`config.mk`:
```
export PLATFORM = sky130hd
export DESIGN_NAME = or1200_fwdctrl
export DESIGN_NICKNAME = d
export VERILOG_FILES = /design/src/rtl/or1200_fwdctrl.sv
export SDC_FILE = /design/constraint.sdc
export NUM_CORES = 1
export LEC_CHECK = 0
export BUFFER_PORTS_ARGS = -buffer_cell sky130_fd_sc_hd__buf_2
export CORE_UTILIZATION = 49
export CTS_BUF_LIST = sky130_fd_sc_hd__clkbuf_4
export DETAILED_ROUTE_END_ITERATION = 10
export GPL_ROUTABILITY_DRIVEN = 1
export PLACE_DENSITY = 0.81
export SYNTH_ARGS = -nofsm -noshare
export SYNTH_HDL_FRONTEND = slang
export SYNTH_SLANG_ARGS = --single-unit
```
`constraint.sdc`:
```
create_clock -name clk -period 1.65 [get_ports clk]
set_input_delay 0.2475 -clock clk [delete_from_list [all_inputs] [get_ports clk]]
set_output_delay 0.2475 -clock clk [all_outputs]
set_load 0.01 [all_outputs]
```
`src/rtl/or1200_fwdctrl.sv`:
```
// ---------------------------------------------------------------------------
// or1200_fwdctrl -- operand forwarding control for the OR1200 integer pipe.
//
// Tracks the destination register of the instructions currently in ID and EX
// and, for the instruction being decoded, picks each operand source for the
// following cycle: register file, immediate (B only), EX result or WB result.
//
// Optional feature:
//   OR1200_FWDCTRL_LOAD_STALL_EN  When defined, a load in ID whose result is
//     consumed by the next instruction raises load_stall for one cycle and a
//     bubble is pushed into ID. The re-presented consumer then picks the load
//     result up from WB. When undefined, load_stall is tied low and loads are
//     forwarded like any other producer.
//
// Reset is synchronous and active-high; all state updates on rising clk.
// ---------------------------------------------------------------------------
module or1200_fwdctrl #(
  parameter int OR1200_FWD_AW = 5
) (
  input  logic                     clk,
  input  logic                     rst,
  input  logic                     id_freeze,
  input  logic                     ex_freeze,
  input  logic                     flushpipe,
  input  logic [OR1200_FWD_AW-1:0] dc_rfa_addr,
  input  logic [OR1200_FWD_AW-1:0] dc_rfb_addr,
  input  logic                     dc_rfa_en,
  input  logic                     dc_rfb_en,
  input  logic                     dc_imm,
  input  logic                     dc_rfwb_en,
  input  logic [OR1200_FWD_AW-1:0] dc_rfwb_addr,
  input  logic                     dc_load,
  output logic [1:0]               sel_a,
  output logic [1:0]               sel_b,
  output logic                     ex_rfwb_en,
  output logic [OR1200_FWD_AW-1:0] ex_rfwb_addr,
  output logic                     load_stall
);

  localparam int AW = OR1200_FWD_AW;

  // Operand select encoding seen by the EX operand muxes.
  typedef enum logic [1:0] {
    SEL_RF      = 2'd0,
    SEL_IMM     = 2'd1,
    SEL_EX_FORW = 2'd2,
    SEL_WB_FORW = 2'd3
  } sel_e;

  // Producer sitting in ID (will be in EX when the decoded instruction runs).
  logic          r_id_en;
  logic [AW-1:0] r_id_addr;
  // Producer sitting in EX (will be in WB when the decoded instruction runs).
  logic          r_ex_en;
  logic [AW-1:0] r_ex_addr;
  // Registered operand selects.
  sel_e          r_sel_a;
  sel_e          r_sel_b;

  logic          w_a_id_match;
  logic          w_a_ex_match;
  logic          w_b_id_match;
  logic          w_b_ex_match;
  logic          w_load_stall;
  sel_e          w_sel_a_nxt;
  sel_e          w_sel_b_nxt;

  // A source matches a producer only when both are live, the addresses agree
  // and the address is not r0 (r0 is hard-wired zero, never forwarded).
  function automatic logic fwd_match(
    input logic          src_en,
    input logic [AW-1:0] src_addr,
    input logic          prod_en,
    input logic [AW-1:0] prod_addr
  );
    return src_en && prod_en && (src_addr == prod_addr) && (src_addr != '0);
  endfunction

  assign w_a_id_match = fwd_match(dc_rfa_en, dc_rfa_addr, r_id_en, r_id_addr);
  assign w_a_ex_match = fwd_match(dc_rfa_en, dc_rfa_addr, r_ex_en, r_ex_addr);
  assign w_b_id_match = fwd_match(dc_rfb_en, dc_rfb_addr, r_id_en, r_id_addr);
  assign w_b_ex_match = fwd_match(dc_rfb_en, dc_rfb_addr, r_ex_en, r_ex_addr);

`ifdef OR1200_FWDCTRL_LOAD_STALL_EN
  // Load flag of the producer in ID; only meaningful with load stalls.
  logic r_id_ld;

  // A load result is not available in EX, so a dependent instruction right
  // behind the load must wait one cycle. An immediate B operand never reads
  // the register file, so it cannot create a hazard.
  assign w_load_stall = r_id_ld && (w_a_id_match || (!dc_imm && w_b_id_match));
`else
  logic w_unused_load;

  // Loads are treated as ordinary producers here; the load flag is unused.
  assign w_unused_load = dc_load;
  assign w_load_stall  = 1'b0;
`endif

  assign load_stall = w_load_stall;

  // Next-cycle operand selects: the nearer producer (ID, i.e. EX next cycle)
  // wins over the older one, and an immediate B operand overrides any match.
  // NOTE: every output of an always_comb block gets a default first, so no
  // path through the block can leave it unassigned and infer a latch.
  always_comb begin
    w_sel_a_nxt = SEL_RF;
    w_sel_b_nxt = SEL_RF;

    if (w_a_id_match) begin
      w_sel_a_nxt = SEL_EX_FORW;
    end else if (w_a_ex_match) begin
      w_sel_a_nxt = SEL_WB_FORW;
    end

    if (dc_imm) begin
      w_sel_b_nxt = SEL_IMM;
    end else if (w_b_id_match) begin
      w_sel_b_nxt = SEL_EX_FORW;
    end else if (w_b_ex_match) begin
      w_sel_b_nxt = SEL_WB_FORW;
    end
  end

  // ID producer tracking and operand select registers: reset, then flush,
  // then hold on ID freeze, then bubble on a load stall, else normal advance.
  // NOTE: state registers use non-blocking assignments so every register
  // samples pre-edge values regardless of statement order.
  always_ff @(posedge clk) begin
    if (rst) begin
      r_id_en   <= 1'b0;
      r_id_addr <= '0;
      r_sel_a   <= SEL_RF;
      r_sel_b   <= SEL_RF;
    end else if (flushpipe) begin
      r_id_en   <= 1'b0;
      r_sel_a   <= SEL_RF;
      r_sel_b   <= SEL_RF;
    end else if (!id_freeze) begin
      if (w_load_stall) begin
        r_id_en <= 1'b0;
        r_sel_a <= SEL_RF;
        r_sel_b <= SEL_RF;
      end else begin
        r_id_en   <= dc_rfwb_en;
        r_id_addr <= dc_rfwb_addr;
        r_sel_a   <= w_sel_a_nxt;
        r_sel_b   <= w_sel_b_nxt;
      end
    end
  end

`ifdef OR1200_FWDCTRL_LOAD_STALL_EN
  // Load flag follows the ID producer; cleared by reset, flush and bubbles.
  always_ff @(posedge clk) begin
    if (rst || flushpipe) begin
      r_id_ld <= 1'b0;
    end else if (!id_freeze) begin
      r_id_ld <= w_load_stall ? 1'b0 : dc_load;
    end
  end
`endif

  // EX producer tracking: advance from ID when neither stage is frozen, take a
  // bubble when only ID is frozen, hold on EX freeze.
  always_ff @(posedge clk) begin
    if (rst) begin
      r_ex_en   <= 1'b0;
      r_ex_addr <= '0;
    end else if (flushpipe) begin
      r_ex_en   <= 1'b0;
    end else if (!ex_freeze) begin
      if (id_freeze) begin
        r_ex_en   <= 1'b0;
      end else begin
        r_ex_en   <= r_id_en;
        r_ex_addr <= r_id_addr;
      end
    end
  end

  assign sel_a        = r_sel_a;
  assign sel_b        = r_sel_b;
  assign ex_rfwb_en   = r_ex_en;
  assign ex_rfwb_addr = r_ex_addr;

endmodule

```
==> metrics.txt, run 1 <==
# TYPE chip_impl_metric gauge
chip_impl_info{name="status",value="finished, final reports clean"} 1
chip_impl_metric{name="iteration_0_drc_markers",unit=""} 18
chip_impl_metric{name="yosys.cell_types.count",unit=""} 29
chip_impl_info{name="path_delay_family",value="simple AND/OR/NAND/NOR gates"} 1
chip_impl_info{name="cp-end-kind",value="register"} 1
chip_impl_metric{name="grt_remaining_overflow",unit=""} 0
chip_impl_metric{name="place.detailed.hpwl",unit="um"} 1690
chip_impl_info{name="ys.flop_type",value="dfxtp_1"} 1
chip_impl_metric{name="finalWirelength",unit="um"} 2050
chip_impl_metric{name="report.final.setup_viol",unit=""} 0
chip_impl_metric{name="route.detailed.drc",unit=""} 0
chip_impl_metric{name="grt_pass1_vias",unit=""} 820
chip_impl_info{name="critical_path_class",value="register to register"} 1
chip_impl_info{name="yosysMostFrequentCell",value="dfxtp_1"} 1
chip_impl_info{name="synth_top_cells_by_count",value="dfxtp_1, xor2_1, nor2_1, xnor2_1"} 1
chip_impl_metric{name="power.share.switching",unit="%"} 26.6
chip_impl_metric{name="worst_slew_pin_slew",unit="ns"} 0.494
chip_impl_info{name="grt_setup_unrepaired",value="false"} 1
chip_impl_info{name="crit_chain",value="xor2_1 -> nor4_1 -> and3_1 -> nand3_1 -> a221oi_1"} 1
chip_impl_metric{name="ant_nets",unit=""} 0
chip_impl_metric{name="std_cell_rows",unit=""} 14
chip_impl_metric{name="ys_ff_latch",unit=""} 16
chip_impl_metric{name="cts_made_buffers",unit=""} 3
chip_impl_metric{name="cts-hold-fix-buffers",unit=""} 0
chip_impl_metric{name="cts-htree-levels",unit=""} 1
chip_impl_metric{name="switchingPower",unit="uW"} 196
chip_impl_metric{name="final_area",unit="um^2"} 1090
chip_impl_metric{name="worst_slack",unit="ns"} 0.198
chip_impl_metric{name="detail_route.wl_per_cell",unit="um"} 12.7
chip_impl_metric{name="postSynth.asyncResetShare",unit="%"} 0
chip_impl_metric{name="highest_ir_drop_seen_on_vdd",unit="mV"} 0.392
chip_impl_info{name="crit_start",value="ex_rfwb_addr[4]"} 1
chip_impl_metric{name="placed_area",unit="um^2"} 1060
chip_impl_info{name="worstSetupStartpointType",value="register"} 1
chip_impl_info{name="timing.rr.start",value="ex_rfwb_addr[4]"} 1
chip_impl_metric{name="p_leak",unit="nW"} 0.483
chip_impl_metric{name="ioPinCount",unit=""} 36
chip_impl_metric{name="gp_congestion",unit=""} 0.779
chip_impl_metric{name="area_of_the_die",unit="um^2"} 1960
chip_impl_metric{name="post_cts.repair.setup_buffers",unit=""} 0
chip_impl_metric{name="power.total",unit="uW"} 737
chip_impl_metric{name="ctsResizeCount",unit=""} 0
chip_impl_metric{name="buf_inv_on_cp",unit=""} 0
chip_impl_metric{name="design.core.area",unit="um^2"} 1590
chip_impl_metric{name="synth.net_count",unit=""} 128
chip_impl_metric{name="n_antenna_cell",unit=""} 0
chip_impl_metric{name="layout_worst_path_cycle_share",unit="%"} 88.0
chip_impl_metric{name="vias",unit=""} 849
chip_impl_metric{name="worst_slack_after_detailed_placement",unit="ns"} 0.0804
chip_impl_metric{name="internal-power",unit="uW"} 541
chip_impl_metric{name="final_layout_size_suffix_gt1_share",unit="%"} 30.7
chip_impl_metric{name="synth_cells",unit=""} 103
chip_impl_metric{name="die_h",unit="um"} 44.3
chip_impl_metric{name="synth_area_per_cell",unit="um^2"} 8.52
chip_impl_metric{name="area_delta_synth_final",unit="%"} 24.4
chip_impl_metric{name="maxSlewHeadroom",unit="%"} 66.9
chip_impl_info{name="clk_root_buffer_cell",value="clkbuf_4"} 1
chip_impl_metric{name="worst-endpoint-arrival",unit="ns"} 1.65
chip_impl_info{name="ys_top_cells_by_area",value="dfxtp_1, xor2_1, xnor2_1"} 1
chip_impl_metric{name="initial_utilization",unit="%"} 55.0
chip_impl_metric{name="power_frac_seq",unit="%"} 55.2
chip_impl_metric{name="routed_via_density",unit=""} 5.27
chip_impl_metric{name="netlist.area_leader.share",unit="%"} 36.5
chip_impl_metric{name="final_hold_viol_count",unit=""} 0
chip_impl_metric{name="grt_max_degree",unit=""} 16
chip_impl_metric{name="fin_util",unit="%"} 68.4
chip_impl_metric{name="report.final.slew_viol_count",unit=""} 0
chip_impl_metric{name="final-instance-count-excl-fill",unit=""} 161
chip_impl_metric{name="initial_antenna_violation_count",unit=""} 0
chip_impl_metric{name="finalWorstPathRequiredPeriod",unit="ns"} 1.45
chip_impl_metric{name="fin_setup_tns",unit="ns"} 0
chip_impl_metric{name="maximum_net_fanout_on_the_critical_path",unit=""} 4
chip_impl_metric{name="power.density_cell_area",unit="nW/um^2"} 676
chip_impl_metric{name="place.port_buffers",unit=""} 33
chip_impl_metric{name="syn-cell-area",unit="um^2"} 877
chip_impl_metric{name="cts.clk_slew.worst_paths",unit="ns"} 0.09
chip_impl_metric{name="grt_pass1_wl",unit="um"} 3350
chip_impl_info{name="tritoncts",value="yes"} 1
chip_impl_metric{name="maxcap_viol_count",unit=""} 0
chip_impl_metric{name="finish.net_count",unit=""} 163
chip_impl_info{name="netlist.top_cell.by_area",value="dfxtp_1"} 1
chip_impl_metric{name="insertion_delay",unit="ns"} 0.28
chip_impl_metric{name="combinational_group_share_of_total_power",unit="%"} 16.6
chip_impl_info{name="hp-class",value="input pin to register"} 1
chip_impl_metric{name="die_w",unit="um"} 44.3
chip_impl_metric{name="timing.clock.skew",unit="ns"} 0.00741
chip_impl_metric{name="worstPathRequired",unit="ns"} 1.85
chip_impl_metric{name="longest_clk_path_bufs",unit=""} 2
chip_impl_metric{name="grt.total_usage",unit="%"} 23.3
chip_impl_metric{name="max_stage_delay",unit="ns"} 0.36
chip_impl_metric{name="number_of_sinks_handled_by_clock_tree_synthesis",unit=""} 16
chip_impl_metric{name="ys_seq_area_share",unit="%"} 36.5
chip_impl_metric{name="synth-edff-count",unit=""} 0
chip_impl_metric{name="yosysWarnings",unit=""} 0
chip_impl_info{name="worst_hold_startpoint",value="dc_rfwb_addr[1]"} 1
chip_impl_metric{name="clock_power_share",unit="%"} 28.2
chip_impl_metric{name="finalHoldWorstSlack",unit="ns"} 0.192
chip_impl_metric{name="first_pass_iters",unit=""} 4
chip_impl_metric{name="dpl.cell_count",unit=""} 157
chip_impl_info{name="slowest_stage",value="dfxtp_1"} 1
chip_impl_metric{name="timing.fmax",unit="MHz"} 689
metal layers:
metal	GRT usage, %	wire length, um	share of wire [%]	vias up
li1	-	-	-	423
met1	29.0	916	45	398
met2	40.3	1020	50	26
met3	3.67	94	4.6	2
met4	9.09	10	0.49	0
met5	0	0	0	-
cell families (layout without fill, tap and decap cells):
logic type             count (synthesis)  count (layout)  share of synthesized area, %
multiplexers                           6               6                          6.85
other                                  1               1                         0.428
buffers and inverters                  6              40                          3.00
AND/OR/NAND/NOR                       36              36                          21.1
AO/OA/AOI/OAI                         18              18                          12.1
XOR/XNOR                              20              20                          20.0
flip-flops                            16              16                          36.5
power groups by stage:
stage	clock (mW)	combinational (mW)	sequential (mW)
final	0.208	0.122	0.407
after global routing	0.229	0.135	0.408
after CTS	0.214	0.122	0.407
after detailed placement	0	0.121	0.416
after global placement	0	0.117	0.416
after floorplan	0	0.0688	0.415
final cells by class:
cell class,count,area [um^2]
Multi-Input combinational cell,81,531
Fill cell,143,503
Sequential cell,16,320
Clock buffer,3,22.5
Clock inverter,1,3.75
Timing Repair Buffer,35,180
Tap cell,24,30.0
Inverter,1,3.75
layout by cell type, fill, tap and decap left out, drive strengths merged, types with 2 or more instances in the layout:
cell and count:
or4 2, mux2i 6, buf 35, nor4 3, dfxtp 16, o21ai 7, clkbuf 3, nand3 5
a21oi 7, nor2 11, nor3 2, nand2 7, xor2 12, xnor2 8
sequential cells by signal, indices dropped and copies added, names as in the netlist:
register / flops
ex_rfwb_en: 1
sel_b: 2
ex_rfwb_addr: 5
r_id_addr: 5
r_id_en: 1
sel_a: 2
worst register-to-register path: stages, from the launching register on:
cell and delay, ns:
dfxtp_1 0.36, xor2_1 0.17, nor4_1 0.28, and3_1 0.22, nand3_1 0.08, a221oi_1 0.26
final timing paths:
path / endpoint / slack (ns) / cells after the start
worst min register to register: sel_a[0] / 0.47 / 2
worst min-delay path: r_id_addr[1] / 0.19 / 3
worst max register to register: sel_b[0] / 0.20 / 5
worst max-delay path: sel_b[0] / 0.20 / 5
Note: power is estimated with default switching activity, not from simulation.
==> inputs of run 2 (changes only) <==
--- a/config.mk
+++ b/config.mk
@@ -6,6 +6,7 @@
 export NUM_CORES = 1
 export LEC_CHECK = 0
 export BUFFER_PORTS_ARGS = -buffer_cell sky130_fd_sc_hd__buf_2
+export CORE_ASPECT_RATIO = 1.2
 export CORE_UTILIZATION = 49
 export CTS_BUF_LIST = sky130_fd_sc_hd__clkbuf_4
 export DETAILED_ROUTE_END_ITERATION = 10
==> constraint.sdc (replaced) <==
create_clock -name clk -period 1.4 [get_ports clk]
set_input_delay 0.21 -clock clk [delete_from_list [all_inputs] [get_ports clk]]
set_output_delay 0.21 -clock clk [all_outputs]
set_load 0.01 [all_outputs]
==> metrics.txt, run 2 (synthesized netlist as in run 1, its figures left out) <==
# TYPE chip_impl_metric gauge
chip_impl_metric{name="power.density_cell_area",unit="nW/um^2"} 766
chip_impl_metric{name="die_w",unit="um"} 40.6
chip_impl_metric{name="worst-endpoint-arrival",unit="ns"} 1.55
chip_impl_metric{name="ioPinCount",unit=""} 36
chip_impl_metric{name="seq_area",unit="um^2"} 324
chip_impl_metric{name="area_delta_synth_final",unit="%"} 34.5
chip_impl_metric{name="grt_pass1_vias",unit=""} 734
chip_impl_metric{name="cts_made_buffers",unit=""} 3
chip_impl_metric{name="vias",unit=""} 877
chip_impl_info{name="critical_path_class",value="register to register"} 1
chip_impl_metric{name="finalHoldWorstSlack",unit="ns"} 0.143
chip_impl_metric{name="maximum_net_fanout_on_the_critical_path",unit=""} 2
chip_impl_metric{name="gp_congestion",unit=""} 0.825
chip_impl_metric{name="route.detailed.drc",unit=""} 0
chip_impl_metric{name="design.core.area",unit="um^2"} 1660
chip_impl_info{name="cp-end-kind",value="register"} 1
chip_impl_metric{name="finalWirelength",unit="um"} 2030
chip_impl_info{name="hp-class",value="input pin to register"} 1
chip_impl_metric{name="report.final.slew_viol_count",unit=""} 0
chip_impl_metric{name="first_pass_iters",unit=""} 4
chip_impl_metric{name="worstPathRequired",unit="ns"} 1.62
chip_impl_metric{name="power.total",unit="uW"} 904
chip_impl_metric{name="multi_input_area",unit="um^2"} 563
chip_impl_metric{name="initial_antenna_violation_count",unit=""} 0
chip_impl_metric{name="cts.clk_slew.worst_paths",unit="ns"} 0.10
chip_impl_metric{name="longest_clk_path_bufs",unit=""} 2
chip_impl_metric{name="cts-htree-levels",unit=""} 1
chip_impl_metric{name="report.final.setup_viol",unit=""} 0
chip_impl_metric{name="timing.clock.skew",unit="ns"} 0.00645
chip_impl_metric{name="maxcap_viol_count",unit=""} 0
chip_impl_metric{name="initial_utilization",unit="%"} 52.8
chip_impl_metric{name="finalWorstPathRequiredPeriod",unit="ns"} 1.34
chip_impl_metric{name="number_of_sinks_handled_by_clock_tree_synthesis",unit=""} 16
chip_impl_info{name="clk_root_buffer_cell",value="clkbuf_4"} 1
chip_impl_metric{name="p_leak",unit="nW"} 0.527
chip_impl_metric{name="grt_remaining_overflow",unit=""} 0
chip_impl_metric{name="final-instance-count-excl-fill",unit=""} 163
chip_impl_info{name="mostFrequentLayoutCells",value="buf_2, dfxtp_1, nor2_1, xor2_1, buf_4"} 1
chip_impl_info{name="layout.cells.most_common",value="buf_2"} 1
chip_impl_metric{name="grt_max_degree",unit=""} 13
chip_impl_metric{name="layout_worst_path_cycle_share",unit="%"} 95.4
chip_impl_metric{name="cts-hold-fix-buffers",unit=""} 0
chip_impl_metric{name="final_hold_viol_count",unit=""} 0
chip_impl_metric{name="area_of_the_die",unit="um^2"} 1960
chip_impl_metric{name="ant_nets",unit=""} 0
chip_impl_info{name="grt_setup_unrepaired",value="true"} 1
chip_impl_metric{name="highest_ir_drop_seen_on_vdd",unit="mV"} 0.652
chip_impl_metric{name="grt.total_usage",unit="%"} 23.0
chip_impl_info{name="status",value="finished, final reports clean"} 1
chip_impl_metric{name="grt_pass1_wl",unit="um"} 3150
chip_impl_metric{name="finish.net_count",unit=""} 171
chip_impl_metric{name="insertion_delay",unit="ns"} 0.30
chip_impl_metric{name="detail_route.wl_per_cell",unit="um"} 12.5
chip_impl_metric{name="std_cell_rows",unit=""} 16
chip_impl_metric{name="place.port_buffers",unit=""} 33
chip_impl_metric{name="final_layout_size_suffix_gt1_share",unit="%"} 40.0
chip_impl_metric{name="iteration_0_drc_markers",unit=""} 11
chip_impl_metric{name="place.detailed.hpwl",unit="um"} 1560
chip_impl_info{name="tritoncts",value="yes"} 1
chip_impl_metric{name="timing.fmax",unit="MHz"} 749
chip_impl_metric{name="routed_via_density",unit=""} 5.38
chip_impl_metric{name="n_antenna_cell",unit=""} 0
chip_impl_metric{name="fillerInstances",unit=""} 128
chip_impl_info{name="worstSetupStartpointType",value="register"} 1
chip_impl_metric{name="dpl.cell_count",unit=""} 158
chip_impl_metric{name="die_h",unit="um"} 48.3
run 2: changes by cell type in the layout (fill, tap and decap cells not counted), moves of 2 or more:
cell | before | now
xor2_1 | 12 | 10
buf_4 | 2 | 10
dfxtp_2 | 0 | 3
xor2_2 | 0 | 2
dfxtp_1 | 16 | 13
run 2: area by class of cell:
type                       instances  share of cell area, %
multi-input combinational         81                   47.7
sequential                        16                   27.5
timing repair buffer              43                   20.4
clock buffer                       3                   1.91
tap                               18                   1.91
clock inverter                     1                  0.318
inverter                           1                  0.318
run 2: path summary, 6_finish.rpt:
check,cells past startpoint,end,slack [ns],start
max,5,sel_b[0],0.06,ex_rfwb_addr[2]
min,3,r_id_addr[2],0.14,dc_rfwb_addr[2]
max reg2reg,5,sel_b[0],0.06,ex_rfwb_addr[2]
min reg2reg,2,sel_a[0],0.47,sel_a[0]
run 2: routing by layer:
| layer | share of wire [%] | global-route usage (%) |
|---|---|---|
| met5 | 0 | 0 |
| met4 | 2.0 | 10.0 |
| met3 | 5.5 | 4.13 |
| met2 | 52 | 34.7 |
| met1 | 41 | 30.8 |
run 2: critical path: stages, from the launching register on:
cell      delay, ns
dfxtp_2        0.35
xor2_2         0.14
nor4_2         0.25
and3_1         0.22
nand3_2        0.07
a221oi_2       0.22
run 2: power breakdown:
group	switching (mW)	total [mW]	internal [mW]
registers	0.0132	0.479	0.466
logic	0.0815	0.162	0.0800
clock network	0.159	0.263	0.104
total	0.254	0.904	0.650
run 2: timing repair:
| item | 4_1_cts | 5_1_grt |
|---|---|---|
| setup endpoints to repair | 1 | 2 |
| setup buffers | 1 | 0 |
| pin swaps | 3 | 6 |
| resized for setup | 2 | 6 |
run 2: per-stage QoR:
| stage | setup TNS, ns | cell area, um^2 | utilization [%] | setup slack (ns) |
|---|---|---|---|---|
| final | 0 | 1180 | 71.0 | 0.0644 |
| after global routing | -0.0200 | 1180 | 71.0 | -0.0200 |
| after global placement | -0.0639 | 1110 | 66.8 | -0.0639 |
| after detailed placement | -0.101 | 1110 | 66.8 | -0.0789 |
| after floorplan | 0 | 877 | - | 0.0660 |
| after CTS | 0 | 1150 | 69.3 | 0.0110 |
==> inputs of run 3 (changes only) <==
--- a/config.mk
+++ b/config.mk
@@ -5,13 +5,15 @@
 export SDC_FILE = /design/constraint.sdc
 export NUM_CORES = 1
 export LEC_CHECK = 0
+export ABC_AREA = 1
 export BUFFER_PORTS_ARGS = -buffer_cell sky130_fd_sc_hd__buf_2
 export CORE_ASPECT_RATIO = 1.2
-export CORE_UTILIZATION = 49
+export CORE_UTILIZATION = 51
 export CTS_BUF_LIST = sky130_fd_sc_hd__clkbuf_4
 export DETAILED_ROUTE_END_ITERATION = 10
 export GPL_ROUTABILITY_DRIVEN = 1
 export PLACE_DENSITY = 0.81
+export REMOVE_ABC_BUFFERS = 1
 export SYNTH_ARGS = -nofsm -noshare
 export SYNTH_HDL_FRONTEND = slang
 export SYNTH_SLANG_ARGS = --single-unit
==> metrics.txt, run 3 <==
# TYPE chip_impl_metric gauge
chip_impl_info{name="status",value="finished, violations left"} 1
chip_impl_info{name="violations",value="DRC"} 1
chip_impl_metric{name="grt_remaining_overflow",unit=""} 0
chip_impl_metric{name="maximum_net_fanout_on_the_critical_path",unit=""} 4
chip_impl_metric{name="power.total",unit="uW"} 953
chip_impl_info{name="worst_hold_startpoint",value="dc_rfwb_en"} 1
chip_impl_metric{name="postSynth.asyncResetShare",unit="%"} 0
chip_impl_metric{name="area_of_the_die",unit="um^2"} 2250
chip_impl_metric{name="place.detailed.hpwl",unit="um"} 1880
chip_impl_info{name="grt_setup_unrepaired",value="false"} 1
chip_impl_metric{name="timing.fmax",unit="MHz"} 891
chip_impl_metric{name="die_w",unit="um"} 43.5
chip_impl_metric{name="number_of_sinks_handled_by_clock_tree_synthesis",unit=""} 16
chip_impl_info{name="critical_path_class",value="register to register"} 1
chip_impl_metric{name="cts.clk_slew.worst_paths",unit="ns"} 0.09
chip_impl_metric{name="route.detailed.drc",unit=""} 2
chip_impl_metric{name="finish.net_count",unit=""} 232
chip_impl_metric{name="synth-edff-count",unit=""} 0
chip_impl_metric{name="final_layout_size_suffix_gt1_share",unit="%"} 28.8
chip_impl_metric{name="ioPinCount",unit=""} 36
chip_impl_metric{name="yosys.cell_types.count",unit=""} 20
chip_impl_info{name="synth_top_cells_by_count",value="nand2_1, nor2_1, dfxtp_1, inv_1, inv_2"} 1
chip_impl_info{name="layout.cells.most_common",value="nand2_1"} 1
chip_impl_metric{name="n_antenna_cell",unit=""} 0
chip_impl_metric{name="insertion_delay",unit="ns"} 0.28
chip_impl_metric{name="post_cts.repair.setup_buffers",unit=""} 0
chip_impl_metric{name="area_delta_synth_final",unit="%"} 18.0
chip_impl_metric{name="yosysWarnings",unit=""} 0
chip_impl_metric{name="final_hold_viol_count",unit=""} 0
chip_impl_info{name="ys.flop_type",value="dfxtp_1"} 1
chip_impl_info{name="mostFrequentLayoutCells",value="nand2_1, buf_2, nor2_1, inv_1, dfxtp_1"} 1
chip_impl_metric{name="layout_worst_path_cycle_share",unit="%"} 80.1
chip_impl_metric{name="ant_nets",unit=""} 0
chip_impl_metric{name="first_pass_iters",unit=""} 7
chip_impl_metric{name="worstPathRequired",unit="ns"} 1.62
chip_impl_info{name="netlist.top_cell.by_area",value="dfxtp_1"} 1
chip_impl_metric{name="worst_slack_after_detailed_placement",unit="ns"} 0.213
chip_impl_info{name="tritoncts",value="yes"} 1
chip_impl_metric{name="grt.total_usage",unit="%"} 24.9
chip_impl_info{name="clk_root_buffer_cell",value="clkbuf_4"} 1
chip_impl_metric{name="synth_area_per_cell",unit="um^2"} 6.12
chip_impl_info{name="crit_start",value="ex_rfwb_addr[1]"} 1
chip_impl_metric{name="netlist.area_leader.share",unit="%"} 30.4
chip_impl_metric{name="report.final.slew_viol_count",unit=""} 0
chip_impl_metric{name="worst-endpoint-arrival",unit="ns"} 1.35
chip_impl_metric{name="ctsResizeCount",unit=""} 0
chip_impl_metric{name="finalWirelength",unit="um"} 2350
chip_impl_metric{name="ys_seq_area_share",unit="%"} 30.4
chip_impl_metric{name="p_leak",unit="nW"} 0.636
chip_impl_metric{name="timing.clock.skew",unit="ns"} 0.000601
chip_impl_metric{name="power.density_cell_area",unit="nW/um^2"} 768
chip_impl_metric{name="worst_slack",unit="ns"} 0.278
chip_impl_metric{name="grt_pass1_wl",unit="um"} 4160
chip_impl_metric{name="design.core.area",unit="um^2"} 1890
chip_impl_metric{name="multi_input_area",unit="um^2"} 608
chip_impl_metric{name="seq_area",unit="um^2"} 320
chip_impl_metric{name="fin_setup_tns",unit="ns"} 0
chip_impl_metric{name="hold_depth",unit=""} 3
chip_impl_metric{name="cts-hold-fix-buffers",unit=""} 0
chip_impl_metric{name="dpl.cell_count",unit=""} 221
chip_impl_metric{name="maxcap_viol_count",unit=""} 0
chip_impl_metric{name="report.final.setup_viol",unit=""} 0
chip_impl_info{name="ys_top_cells_by_area",value="dfxtp_1, nand2_1, nor2_1"} 1
chip_impl_metric{name="fillerInstances",unit=""} 184
chip_impl_metric{name="synth_cells",unit=""} 172
chip_impl_info{name="cp-end-kind",value="register"} 1
chip_impl_metric{name="iteration_0_drc_markers",unit=""} 40
chip_impl_metric{name="gp_congestion",unit=""} 0.859
chip_impl_metric{name="grt_max_degree",unit=""} 12
chip_impl_metric{name="routed_via_density",unit=""} 4.94
chip_impl_metric{name="std_cell_rows",unit=""} 17
chip_impl_metric{name="ys_ff_latch",unit=""} 16
chip_impl_metric{name="finalWorstPathRequiredPeriod",unit="ns"} 1.12
chip_impl_info{name="hp-class",value="input pin to register"} 1
chip_impl_metric{name="vias",unit=""} 1107
chip_impl_metric{name="syn-cell-area",unit="um^2"} 1050
chip_impl_metric{name="final-instance-count-excl-fill",unit=""} 224
chip_impl_metric{name="initial_antenna_violation_count",unit=""} 0
chip_impl_info{name="worstSetupStartpointType",value="register"} 1
chip_impl_metric{name="detail_route.wl_per_cell",unit="um"} 10.5
chip_impl_metric{name="initial_utilization",unit="%"} 55.6
chip_impl_metric{name="cts_made_buffers",unit=""} 3
chip_impl_metric{name="die_h",unit="um"} 51.8
chip_impl_info{name="timing.rr.start",value="ex_rfwb_addr[1]"} 1
chip_impl_metric{name="longest_clk_path_bufs",unit=""} 2
chip_impl_metric{name="grt_pass1_vias",unit=""} 999
chip_impl_metric{name="r2r.worst_path.cells",unit=""} 8
chip_impl_info{name="yosysMostFrequentCell",value="nand2_1"} 1
chip_impl_metric{name="highest_ir_drop_seen_on_vdd",unit="mV"} 0.630
chip_impl_metric{name="place.port_buffers",unit=""} 33
chip_impl_metric{name="cts-htree-levels",unit=""} 1
run 3: critical path: stages (launching register included):
cell	delay, ns
dfxtp_1	0.40
inv_1	0.10
nand2_1	0.06
nand2_1	0.05
nor2_1	0.09
nand2_1	0.07
nor2_2	0.11
nand3_2	0.08
a21oi_2	0.11
run 3: worst paths after layout:
| path | end | slack (ns) |
|---|---|---|
| worst min-delay path | r_id_en | 0.17 |
| worst max register to register | sel_a[0] | 0.28 |
| worst min register to register | sel_b[1] | 0.47 |
| worst max-delay path | sel_a[0] | 0.28 |
run 3: layout make-up:
type	instances	share of cell area (%)
inverter	27	8.17
clock buffer	3	1.81
sequential	16	25.8
timing repair buffer	33	13.3
tap	19	1.92
multi-input combinational	126	49.0
run 3: logic make-up (layout without fill, tap and decap cells):
family	count (synthesis)	in the layout	share of synthesized area [%]
AO/OA/AOI/OAI	23	23	16.8
flip-flops	16	16	30.4
AND/OR/NAND/NOR	101	101	39.8
other	1	1	0.356
XOR/XNOR	1	1	0.832
buffers and inverters	30	63	11.8
run 3: metrics by stage:
| step | hold slack, ns | util [%] | cell area [um^2] |
|---|---|---|---|
| 2_1_floorplan | 0.283 | - | 1030 |
| 3_3_place_gp | 0.448 | 64.4 | 1220 |
| 3_5_place_dp | 0.461 | 64.4 | 1220 |
| 4_1_cts | 0.169 | 65.6 | 1240 |
| 5_1_grt | 0.177 | 65.6 | 1240 |
| 6_report | 0.167 | 65.6 | 1240 |
run 3: power by group:
group	switching [mW]	leakage, nW	internal (mW)
logic	0.130	0.492	0.0844
registers	0.0220	0.131	0.476
clock network	0.141	0.0138	0.0998
total	0.293	0.636	0.660
run 3: metal layers:
layer	up-vias	global-route usage (%)	share of wire (%)	routed length (um)
met3	4	4.17	5.3	125
met2	31	44.4	50	1170
li1	600	-	-	-
met5	-	0	0	0
met4	0	7.81	1.1	27
met1	472	29.9	44	1030
